==> config.mk <==
export PLATFORM = sky130hd
export DESIGN_NAME = cpu7_ifu_imd_pipe_flat
export DESIGN_NICKNAME = d
export VERILOG_FILES = /design/src/rtl/cpu7_ifu_imd_pipe_if.sv /design/src/rtl/cpu7_ifu_imd_pipe.sv /design/src/flat_wrapper.sv
export SDC_FILE = /design/constraint.sdc
export NUM_CORES = 1
export LEC_CHECK = 0
export ABC_AREA = 0
export BUFFER_PORTS_ARGS = -buffer_cell sky130_fd_sc_hd__buf_4
export CAP_MARGIN = 0
export CORE_MARGIN = 2
export CORE_UTILIZATION = 53
export DETAILED_ROUTE_END_ITERATION = 12
export PLACE_DENSITY = 0.9
export SYNTH_ARGS = -nofsm -noshare
export SYNTH_HDL_FRONTEND = slang
export SYNTH_SLANG_ARGS = --single-unit
==> constraint.sdc <==
create_clock -name clk -period 4.6 [get_ports clk]
set_clock_uncertainty 0.1 [all_clocks]
set_input_delay 1.38 -clock clk [delete_from_list [all_inputs] [get_ports clk]]
set_output_delay 1.38 -clock clk [all_outputs]
set_load 0.1 [all_outputs]
==> src/rtl/cpu7_ifu_imd_pipe_if.sv <==
`default_nettype none
// ============================================================================
// Module   : cpu7_ifu_imd_pipe_if
// Purpose  : D-stage inputs, E-stage outputs and execute-side control of the
//            cpu7 IFU immediate/branch-offset pipe, bundled as one interface.
//            The IFU/EXU side uses the master modport and the pipe uses the
//            slave modport.
// Revision : 1.0  initial release
// ============================================================================

`ifndef LSOC1K_DECODE_RES_BIT
`define LSOC1K_DECODE_RES_BIT 17
`endif

interface cpu7_ifu_imd_pipe_if #(
  parameter int GRLEN = 32,
  parameter int LANES = 1,
  parameter int OP_W  = `LSOC1K_DECODE_RES_BIT
);
  // D-stage instruction bundle
  logic [LANES-1:0]       ifu_imd_vld_d;
  logic [32*LANES-1:0]    ifu_imd_inst_d;
  logic [OP_W*LANES-1:0]  ifu_imd_op_d;
  logic [GRLEN*LANES-1:0] ifu_imd_pc_d;
  logic                   imd_ifu_ready_d;

  // Execute-side control
  logic                   exu_imd_stall_e;
  logic                   exu_imd_flush;

  // E-stage results
  logic [LANES-1:0]       imd_exu_vld_e;
  logic [GRLEN*LANES-1:0] imd_exu_imm_shifted_e;
  logic [GRLEN*LANES-1:0] imd_exu_c_e;
  logic [GRLEN*LANES-1:0] imd_exu_br_offs_e;
  logic [GRLEN*LANES-1:0] imd_exu_br_target_e;

  modport master (
    output ifu_imd_vld_d, ifu_imd_inst_d, ifu_imd_op_d, ifu_imd_pc_d,
    output exu_imd_stall_e, exu_imd_flush,
    input  imd_ifu_ready_d,
    input  imd_exu_vld_e, imd_exu_imm_shifted_e, imd_exu_c_e,
    input  imd_exu_br_offs_e, imd_exu_br_target_e
  );

  modport slave (
    input  ifu_imd_vld_d, ifu_imd_inst_d, ifu_imd_op_d, ifu_imd_pc_d,
    input  exu_imd_stall_e, exu_imd_flush,
    output imd_ifu_ready_d,
    output imd_exu_vld_e, imd_exu_imm_shifted_e, imd_exu_c_e,
    output imd_exu_br_offs_e, imd_exu_br_target_e
  );
endinterface

`default_nettype wire

==> src/rtl/cpu7_ifu_imd_pipe.sv <==
`default_nettype none
// ============================================================================
// Module   : cpu7_ifu_imd_pipe
// Purpose  : Per-lane immediate decode, shift, ALU auxiliary operand, branch
//            offset and branch target generation in D, registered into an
//            E-stage holding register with stall and flush control.
// Revision : 1.0  initial release
// ============================================================================

`ifndef LSOC1K_DECODE_RES_BIT
`define LSOC1K_DECODE_RES_BIT 17
`endif

// Decoded-op vector layout: single-bit flags, then the shift selector and the
// ALU code sub-fields.
`ifndef CPU7_IMD_DECODE_DEFS
`define CPU7_IMD_DECODE_DEFS
`define LSOC1K_I5          0
`define LSOC1K_I12         1
`define LSOC1K_I14         2
`define LSOC1K_I16         3
`define LSOC1K_I20         4
`define LSOC1K_DOUBLE_WORD 5
`define LSOC1K_UNSIGN      6
`define LSOC1K_SA          7
`define LSOC1K_RD_READ     8
`define LSOC1K_HIGH_TARGET 9
`define LSOC1K_IMM_SHIFT   12:10
`define LSOC1K_ALU_CODE    16:13

// IMM_SHIFT encodings
`define IMM_SHIFT_NONE 3'd0
`define IMM_SHIFT_2    3'd1
`define IMM_SHIFT_12   3'd2
`define IMM_SHIFT_16   3'd3
`define IMM_SHIFT_18   3'd4

// ALU_CODE encodings that affect the C operand
`define ALU_COUNT_L 4'd1
`define ALU_COUNT_T 4'd2
`define ALU_ALIGN   4'd3
`define ALU_EXT     4'd4
`define ALU_INS     4'd5

// Instruction field extraction
`define GET_I5(x)       x[14:10]
`define GET_I6(x)       x[15:10]
`define GET_I12(x)      x[21:10]
`define GET_I14(x)      x[23:10]
`define GET_I16(x)      x[25:10]
`define GET_I20(x)      x[24:5]
`define GET_SA(x)       x[17:15]
`define GET_MSLSBD(x)   x[21:10]
`define GET_OFFSET16(x) x[25:10]
`define GET_OFFSET21(x) {x[4:0], x[25:10]}
`define GET_OFFSET26(x) {x[9:0], x[25:10]}
`endif

module cpu7_ifu_imd_pipe #(
  parameter int GRLEN = 32,
  parameter int LANES = 1,
  parameter int OP_W  = `LSOC1K_DECODE_RES_BIT
) (
  input  logic                    clk,
  input  logic                    reset,
  cpu7_ifu_imd_pipe_if.slave      imd_io
);

  // D-stage results, packed lane by lane
  logic [GRLEN*LANES-1:0] imm_d;
  logic [GRLEN*LANES-1:0] c_d;
  logic [GRLEN*LANES-1:0] offs_d;
  logic [GRLEN*LANES-1:0] target_d;

  // E-stage holding register
  logic [LANES-1:0]       vld_e_q;
  logic [GRLEN*LANES-1:0] imm_e_q;
  logic [GRLEN*LANES-1:0] c_e_q;
  logic [GRLEN*LANES-1:0] offs_e_q;
  logic [GRLEN*LANES-1:0] target_e_q;

  logic                   ready;

  for (genvar k = 0; k < LANES; k++) begin : g_lane
    logic [31:0]       inst;
    logic [OP_W-1:0]   op;
    logic [GRLEN-1:0]  pc;
    logic [2:0]        sh_sel;
    logic [3:0]        alu;
    logic [GRLEN-1:0]  base;
    logic [GRLEN-1:0]  sh_raw;
    logic [GRLEN-1:0]  shifted;
    logic [GRLEN-1:0]  c_opnd;
    logic [GRLEN-1:0]  offs;
    logic              lane_unused;

    assign inst        = imd_io.ifu_imd_inst_d[32*k +: 32];
    assign op          = imd_io.ifu_imd_op_d[OP_W*k +: OP_W];
    assign pc          = imd_io.ifu_imd_pc_d[GRLEN*k +: GRLEN];
    assign sh_sel      = op[`LSOC1K_IMM_SHIFT];
    assign alu         = op[`LSOC1K_ALU_CODE];
    // The opcode bits are fully decoded upstream into op.
    assign lane_unused = ^inst[31:26];

    // Base immediate selection and extension, fixed priority I5 first
    always_comb begin
      base = '0;
      if (op[`LSOC1K_I5]) begin
        if (op[`LSOC1K_DOUBLE_WORD]) base = GRLEN'(`GET_I6(inst));
        else                         base = GRLEN'(`GET_I5(inst));
      end else if (op[`LSOC1K_I12]) begin
        if (op[`LSOC1K_UNSIGN])      base = GRLEN'(`GET_I12(inst));
        else                         base = GRLEN'($signed(`GET_I12(inst)));
      end else if (op[`LSOC1K_I14]) begin
        base = GRLEN'($signed(`GET_I14(inst)));
      end else if (op[`LSOC1K_I16]) begin
        base = GRLEN'($signed(`GET_I16(inst)));
      end else if (op[`LSOC1K_I20]) begin
        base = GRLEN'($signed(`GET_I20(inst)));
      end
    end

    // Shift within GRLEN; <<12 and <<16 re-extend from bit 31 so a 64-bit
    // LU12I-style result is the sign-extended 32-bit value.
    always_comb begin
      sh_raw = base;
      case (sh_sel)
        `IMM_SHIFT_2:  sh_raw = base << 2;
        `IMM_SHIFT_12: sh_raw = base << 12;
        `IMM_SHIFT_16: sh_raw = base << 16;
        `IMM_SHIFT_18: sh_raw = base << 18;
        default:       sh_raw = base;
      endcase
      shifted = sh_raw;
      if (sh_sel == `IMM_SHIFT_12 || sh_sel == `IMM_SHIFT_16)
        shifted = GRLEN'($signed(sh_raw[31:0]));
    end

    // ALU auxiliary operand, first match wins
    always_comb begin
      c_opnd = base;
      if (alu == `ALU_COUNT_L || alu == `ALU_COUNT_T)
        c_opnd = GRLEN'(!op[`LSOC1K_UNSIGN]);
      else if (op[`LSOC1K_SA] || alu == `ALU_ALIGN)
        c_opnd = GRLEN'(`GET_SA(inst));
      else if (alu == `ALU_EXT || alu == `ALU_INS)
        c_opnd = GRLEN'(`GET_MSLSBD(inst));
    end

    // Branch offset in bytes: word offset sign-extended and scaled by 4
    always_comb begin
      offs = GRLEN'($signed({`GET_OFFSET21(inst), 2'b00}));
      if (op[`LSOC1K_RD_READ])
        offs = GRLEN'($signed({`GET_OFFSET16(inst), 2'b00}));
      else if (op[`LSOC1K_HIGH_TARGET])
        offs = GRLEN'($signed({`GET_OFFSET26(inst), 2'b00}));
    end

    assign imm_d[GRLEN*k +: GRLEN]    = shifted;
    assign c_d[GRLEN*k +: GRLEN]      = c_opnd;
    assign offs_d[GRLEN*k +: GRLEN]   = offs;
    assign target_d[GRLEN*k +: GRLEN] = pc + offs;
  end

  // A stalled but empty E register still accepts D, absorbing the bubble.
  assign ready = !imd_io.exu_imd_stall_e || !(|vld_e_q);

  // E register: reset clears everything, flush kills valids, else load when ready
  always_ff @(posedge clk) begin
    if (reset) begin
      vld_e_q    <= '0;
      imm_e_q    <= '0;
      c_e_q      <= '0;
      offs_e_q   <= '0;
      target_e_q <= '0;
    end else if (imd_io.exu_imd_flush) begin
      vld_e_q    <= '0;
    end else if (ready) begin
      vld_e_q    <= imd_io.ifu_imd_vld_d;
      imm_e_q    <= imm_d;
      c_e_q      <= c_d;
      offs_e_q   <= offs_d;
      target_e_q <= target_d;
    end
  end

  assign imd_io.imd_ifu_ready_d       = ready;
  assign imd_io.imd_exu_vld_e         = vld_e_q;
  assign imd_io.imd_exu_imm_shifted_e = imm_e_q;
  assign imd_io.imd_exu_c_e           = c_e_q;
  assign imd_io.imd_exu_br_offs_e     = offs_e_q;
  assign imd_io.imd_exu_br_target_e   = target_e_q;

endmodule

`default_nettype wire

==> src/flat_wrapper.sv <==
// flat-port wrapper written by rule: the top's interface ports become plain ports
module cpu7_ifu_imd_pipe_flat 
#(
  parameter int GRLEN = 32,
  parameter int LANES = 1,
  parameter int OP_W  = `LSOC1K_DECODE_RES_BIT
)
  (clk, reset, imd_io_ifu_imd_vld_d, imd_io_ifu_imd_inst_d, imd_io_ifu_imd_op_d, imd_io_ifu_imd_pc_d, imd_io_exu_imd_stall_e, imd_io_exu_imd_flush, imd_io_imd_ifu_ready_d, imd_io_imd_exu_vld_e, imd_io_imd_exu_imm_shifted_e, imd_io_imd_exu_c_e, imd_io_imd_exu_br_offs_e, imd_io_imd_exu_br_target_e);
  cpu7_ifu_imd_pipe_if #(.GRLEN(GRLEN), .LANES(LANES), .OP_W(OP_W)) imd_io_i ();
  input  logic clk;
  input  logic reset;
  input wire logic [$bits(imd_io_i.ifu_imd_vld_d)-1:0] imd_io_ifu_imd_vld_d;
  input wire logic [$bits(imd_io_i.ifu_imd_inst_d)-1:0] imd_io_ifu_imd_inst_d;
  input wire logic [$bits(imd_io_i.ifu_imd_op_d)-1:0] imd_io_ifu_imd_op_d;
  input wire logic [$bits(imd_io_i.ifu_imd_pc_d)-1:0] imd_io_ifu_imd_pc_d;
  input wire logic [$bits(imd_io_i.exu_imd_stall_e)-1:0] imd_io_exu_imd_stall_e;
  input wire logic [$bits(imd_io_i.exu_imd_flush)-1:0] imd_io_exu_imd_flush;
  output wire logic [$bits(imd_io_i.imd_ifu_ready_d)-1:0] imd_io_imd_ifu_ready_d;
  output wire logic [$bits(imd_io_i.imd_exu_vld_e)-1:0] imd_io_imd_exu_vld_e;
  output wire logic [$bits(imd_io_i.imd_exu_imm_shifted_e)-1:0] imd_io_imd_exu_imm_shifted_e;
  output wire logic [$bits(imd_io_i.imd_exu_c_e)-1:0] imd_io_imd_exu_c_e;
  output wire logic [$bits(imd_io_i.imd_exu_br_offs_e)-1:0] imd_io_imd_exu_br_offs_e;
  output wire logic [$bits(imd_io_i.imd_exu_br_target_e)-1:0] imd_io_imd_exu_br_target_e;
  assign imd_io_i.ifu_imd_vld_d = imd_io_ifu_imd_vld_d;
  assign imd_io_i.ifu_imd_inst_d = imd_io_ifu_imd_inst_d;
  assign imd_io_i.ifu_imd_op_d = imd_io_ifu_imd_op_d;
  assign imd_io_i.ifu_imd_pc_d = imd_io_ifu_imd_pc_d;
  assign imd_io_i.exu_imd_stall_e = imd_io_exu_imd_stall_e;
  assign imd_io_i.exu_imd_flush = imd_io_exu_imd_flush;
  assign imd_io_imd_ifu_ready_d = imd_io_i.imd_ifu_ready_d;
  assign imd_io_imd_exu_vld_e = imd_io_i.imd_exu_vld_e;
  assign imd_io_imd_exu_imm_shifted_e = imd_io_i.imd_exu_imm_shifted_e;
  assign imd_io_imd_exu_c_e = imd_io_i.imd_exu_c_e;
  assign imd_io_imd_exu_br_offs_e = imd_io_i.imd_exu_br_offs_e;
  assign imd_io_imd_exu_br_target_e = imd_io_i.imd_exu_br_target_e;
  cpu7_ifu_imd_pipe #(.GRLEN(GRLEN), .LANES(LANES), .OP_W(OP_W)) u_core (.clk(clk), .reset(reset), .imd_io(imd_io_i));
endmodule
Yosys cells after proc, flatten, opt, wreduce, memory -nomap -nowiden
Index checks and enable logic that the tools add are counted.
{ "word_totals": {"regBits": 129, "latchBits": 0, "ramBits": 0, "mem_bits_ro": 0, "output_inout_bits": 130, "wordCells": 38, "n_memories": 0} }
{ "op_classes": {"add_sub_neg": 1, "mul": 0, "div_mod_pow": 0, "n_lt_le_gt_ge": 0, "n_eq_ne": 9, "shift": 0, "mux": 13, "n_bitwise": 1, "reduce_logical": 9} }
{ "op_table": {"columns": ["cell", "n"], "rows": [
  ["2-to-1 mux 32 bit", 11],
  ["one-hot mux 32 bit (4 select lines)", 1],
  ["adder 32 bit", 1],
  ["equality test 4 x 2 -> 1 bit (second input constant)", 2],
  ["equality test 4 x 3 -> 1 bit (second input constant)", 2],
  ["equality test 3 x 2 -> 1 bit (second input constant)", 2],
  ["2-to-1 mux 6 bit", 1],
  ["equality test 4 x 1 -> 1 bit (second input constant)", 1],
  ["logical OR 1 bit", 4],
  ["equality test 3 x 1 -> 1 bit (second input constant)", 1],
  ["equality test 3 bit (second input constant)", 1],
  ["logical NOT 1 bit", 3],
  ["AND reduction 2 bit", 1],
  ["OR reduction 2 bit", 1],
  ["inverter 1 bit", 1]
]} }

Logic depth before layout (Yosys ltp)
{ "logic_depth": {"ltp_word": 8, "ltp_mapped": 11, "depth_no_buf": 10} }

Least setup slack after synthesis
No wires, ideal clock.
{ "synth_path": {"kind": "input port to flip-flop", "start": "input port imd_io_ifu_imd_pc_d[2]", "end": "register u_core.target_e_q[24], in the netlist u_core.imd_io.imd_exu_br_target_e[24]", "arrival_time_ns": 3.598, "required_ns": 4.421, "slack_ns": 0.823, "cell_stages": 9, "path_buffers": 0, "path_cell_list": "ha_1 -> inv_1 -> fa_1 -> nor2b_1 -> o211ai_1 -> a2111oi_1 -> nor4_1 -> or4_1 -> o211ai_1"} }
{ "synth_between": {"elab_chain_cells": 1} }
{ "synth_rtl": {"columns": ["item", "line_no", "source"], "rows": [
  ["start, declared", "flat_wrapper.sv:15", "input wire logic [$bits(imd_io_i.ifu_imd_pc_d)-1:0] imd_io_ifu_imd_pc_d;"],
  ["adder 32 bit", "cpu7_ifu_imd_pipe.sv:162", "assign target_d[GRLEN*k +: GRLEN] = pc + offs;"],
  ["end signal, assigned", "cpu7_ifu_imd_pipe.sv:183", "target_e_q <= target_d;"],
  ["end, declared", "cpu7_ifu_imd_pipe.sv:80", "logic [GRLEN*LANES-1:0] target_e_q;"]
]} }
No other way between the ends.
A chain may end at the register's enable or synchronous reset.

Worst setup path after layout
{ "layout_path": {"start": "input port imd_io_ifu_imd_inst_d[10]", "end": "register u_core.target_e_q[24], in the netlist u_core.imd_io.imd_exu_br_target_e[24]"} }
{ "layout_between": {"elab_chain_cells": 3} }
{ "layout_rtl": {"columns": ["item", "line_no", "source"], "rows": [
  ["start, declared", "flat_wrapper.sv:13", "input wire logic [$bits(imd_io_i.ifu_imd_inst_d)-1:0] imd_io_ifu_imd_inst_d;"],
  ["2-to-1 mux 32 bit", "cpu7_ifu_imd_pipe.sv:155", "else if (op[`LSOC1K_HIGH_TARGET])"],
  ["2-to-1 mux 32 bit *", "cpu7_ifu_imd_pipe.sv:153", "if (op[`LSOC1K_RD_READ])"],
  ["adder 32 bit *", "cpu7_ifu_imd_pipe.sv:162", null]
]} }
Mark *: on every way between the ends. The rest lies on a longest branch, timed or not.

==> out/qor.csv <==
stage;metric;value;unit
clocking;clock slew at reported path FFs;0.07;ns
synthesis;Yosys reg bits;111;
global_routing;largest net degree at the start of global routing;93;
floorplan;die span in x;120;um
drt;starting DRC count in detailed routing;1027;
synthesis;Yosys warnings;0;
global_routing;first-pass GRT wire length;39600;um
clocking;Clock H-tree levels;3;
sta;fin crit share;0.860;
drt;via count;8141;
synthesis;asr flop ratio synth;0;
sta;final setup violation count;0;
critical_path;CP Class;in2reg;
clocking;CTS Buffer Depth;2;
final_layout;Antenna diodes;0;
pwr;Static Leak;3.82;nW
synthesis;Post-Syn Area;7180;um2
critical_path;Worst Path Arrival;4.14;ns
floorplan;Ports;216;
synthesis;post-synthesis compound-gate area fraction;0.292;
final_layout;P&R area growth vs syn;25.4;%
global_routing;global route total overflow;0;
placed_design;IO buf count;207;
sta;RSZ-0062 raised after global routing;false;
synthesis;synth cell count leaders;nand2_1 (144), dfxtp_1 (111), a21oi_1 (98);
critical_path;CP max FO;5;
sta;Setup TNS;0;ns
hold_path;Hold WC Path Type;reg2reg;
critical_path;CP Launch Type;input pin;
job;Max-Cap Viols;0;
placed_design;placer congestion estimate;1.01;
clocking;root buffer cell;clkbuf_16;
drt;final wirelength;25400;um
floorplan;Chip Height;120;um
synthesis;prevailing post-synth register cell;dfxtp_1;
floorplan;core box area;13200;um2
synthesis;Mean Syn Cell Area;7.43;um2
sta;Final min period;3.96;ns
run_status;outcome;complete, no violations;
synthesis;mux cell area share after synthesis;0.0274;
floorplan;Initial Util;0.542;
sta;Max Clk Rate;253;MHz
synthesis;dominant cell type by area after synthesis;dfxtp_1;
clocking;CTS tree;done;
floorplan;die area;14500;um2
drt;DRC viols;0;
sta;relative slew slack;0.309;
global_routing;GR Util All Layers;0.343;
final_layout;layout cells sized above 1;0.227;
clocking;Post-CTS Setup Bufs;0;
synthesis;sequential fraction of the synthesis area;0.310;
sta;final hold viol count;0;
global_routing;initial antenna violation count;0;
synthesis;Post-Synth XOR/XNOR Area;0.00854;
synthesis;post-synth cell types;65;
synthesis;Post-synth EDFFs;0;
placed_design;Final HPWL DP;18800;um
clocking;# clock sinks;111;
sta;Slew Limit Fails;0;
drt;Antenna Violating Nets Remaining;0;
synthesis;top cell type's share of synthesized area;0.310;
critical_path;Crit. End Element;register;
clocking;Post-CTS Resized;0;
clocking;hold_buf cts;0;
synthesis;Synth Area in Simple Gates;0.246;
pwr;Power Density;362;nW/um2
synthesis;largest cells by area after synthesis;dfxtp_1 (31%), nand2_1 (7.5%), a21oi_1 (6.8%);
final_layout;Core Util, Final;0.680;
global_routing;vias in the first global route;7437;
synthesis;post-synthesis adder-cell area fraction;0.0547;
synthesis;largest family of logic cells by synthesized area;compound AO/OA/AOI/OAI gates;
floorplan;row cnt;42;
drt;1st-pass router iterations;5;
clocking;clock insertion delay at the later pin of the skew report;0.35;ns
final_layout;Nets;1233;
synthesis;count leader, synth;nand2_1;
drt;DR WL/cell;19.6;um
synthesis;Post-Synthesis Cells;966;
pwr;worst vdd ir;0.235;mV
sta;Worst Tran Pin Value;1.03;ns
clocking;CTS buffer count;9;
drt;drt via density;6.28;
critical_path;CP required;4.78;ns
where the power goes:
group	switching [W]	internal, W
Clock	0.000383	0.000424
Combinational	0.00102	0.000350
Sequential	0.0000449	0.00103
final cells by class:
cell class	instances	area (um2)
clock buffer	9	225
multi-input combinational	757	4540
clock inverter	6	68.8
sequential	111	2220
tap	176	220
inverter	16	60.1
fill	1168	4240
timing repair buffer	222	1670
registers in the layout, summed over array words and instances, names as in the netlist:
signal	flops
u_core.imd_io.imd_exu_vld_e	1
u_core.imd_io.imd_exu_c_e	20
u_core.imd_io.imd_exu_br_target_e	32
u_core.imd_io.imd_exu_imm_shifted_e	32
u_core.imd_io.imd_exu_br_offs_e	26
final timing paths:
path                                                            from                                       to  slack (ns)  depth (start not counted)
worst max register to register           u_core.imd_io.imd_exu_vld_e  u_core.imd_io.imd_exu_imm_shifted_e[29]        2.33                          6
worst min-delay path            u_core.imd_io.imd_exu_br_target_e[9]     u_core.imd_io.imd_exu_br_target_e[9]        0.35                          2
worst min register to register  u_core.imd_io.imd_exu_br_target_e[9]     u_core.imd_io.imd_exu_br_target_e[9]        0.35                          2
worst max-delay path                       imd_io_ifu_imd_inst_d[10]    u_core.imd_io.imd_exu_br_target_e[24]        0.64                         10
critical path, cell delays in order:
cell and delay, ns:
buf_4 0.14, ha_1 0.21, inv_1 0.07, fa_1 0.42
nor2b_1 0.21, o211ai_1 0.17, a2111oi_1 0.65, nor4_1 0.24
or4_1 0.54, o211ai_1 0.10
routing by layer:
metal / wire [um] / vias up / GRT usage
met5: 0 / - / 0
met4: 469 / 0 / 0.101
met3: 2650 / 36 / 0.0736
met2: 11300 / 457 / 0.516
met1: 11100 / 3831 / 0.494
li1: - / 3817 / -
per-stage QoR:
stage          cells  instance area (um2)  hold slack [ns]  total power (W)  setup slack, ns
6_report        1297                 9000            0.353          0.00326            0.642
5_1_grt         1297                 9000            0.377          0.00338            0.415
4_1_cts         1297                 9000            0.354          0.00325            0.667
3_5_place_dp    1282                 8710            0.346          0.00245            0.301
3_3_place_gp    1282                 8710            0.339          0.00244            0.410
2_1_floorplan    967                 7180            0.782          0.00211            0.823
cells by family (layout without fill, tap and decap cells):
kind of cell / after synthesis / in the layout
other cells: 1 / 2
fa+ha+maj: 31 / 31
flops: 111 / 111
compound gates: 318 / 318
simple gates: 380 / 380
buf+inv: 99 / 253
mux: 19 / 19
xor+xnor: 7 / 7
placed cells by master, fill, tap and decap left out, types with 9 or more instances in the layout:
cell / n
a211oi_1: 10
a21o_1: 10
a21oi_1: 97
a22oi_1: 11
a2bb2oi_1: 9
a311oi_1: 20
and2_1: 18
buf_4: 222
clkbuf_16: 9
dfxtp_1: 111
ha_1: 29
inv_1: 16
mux2i_1: 14
nand2_1: 144
nand3_1: 30
nor2_1: 90
nor3_1: 28
nor4_1: 9
o211ai_1: 18
o21a_1: 10
o21ai_0: 62
or3_1: 11
No activity file was read; power rests on OpenSTA's default activity.
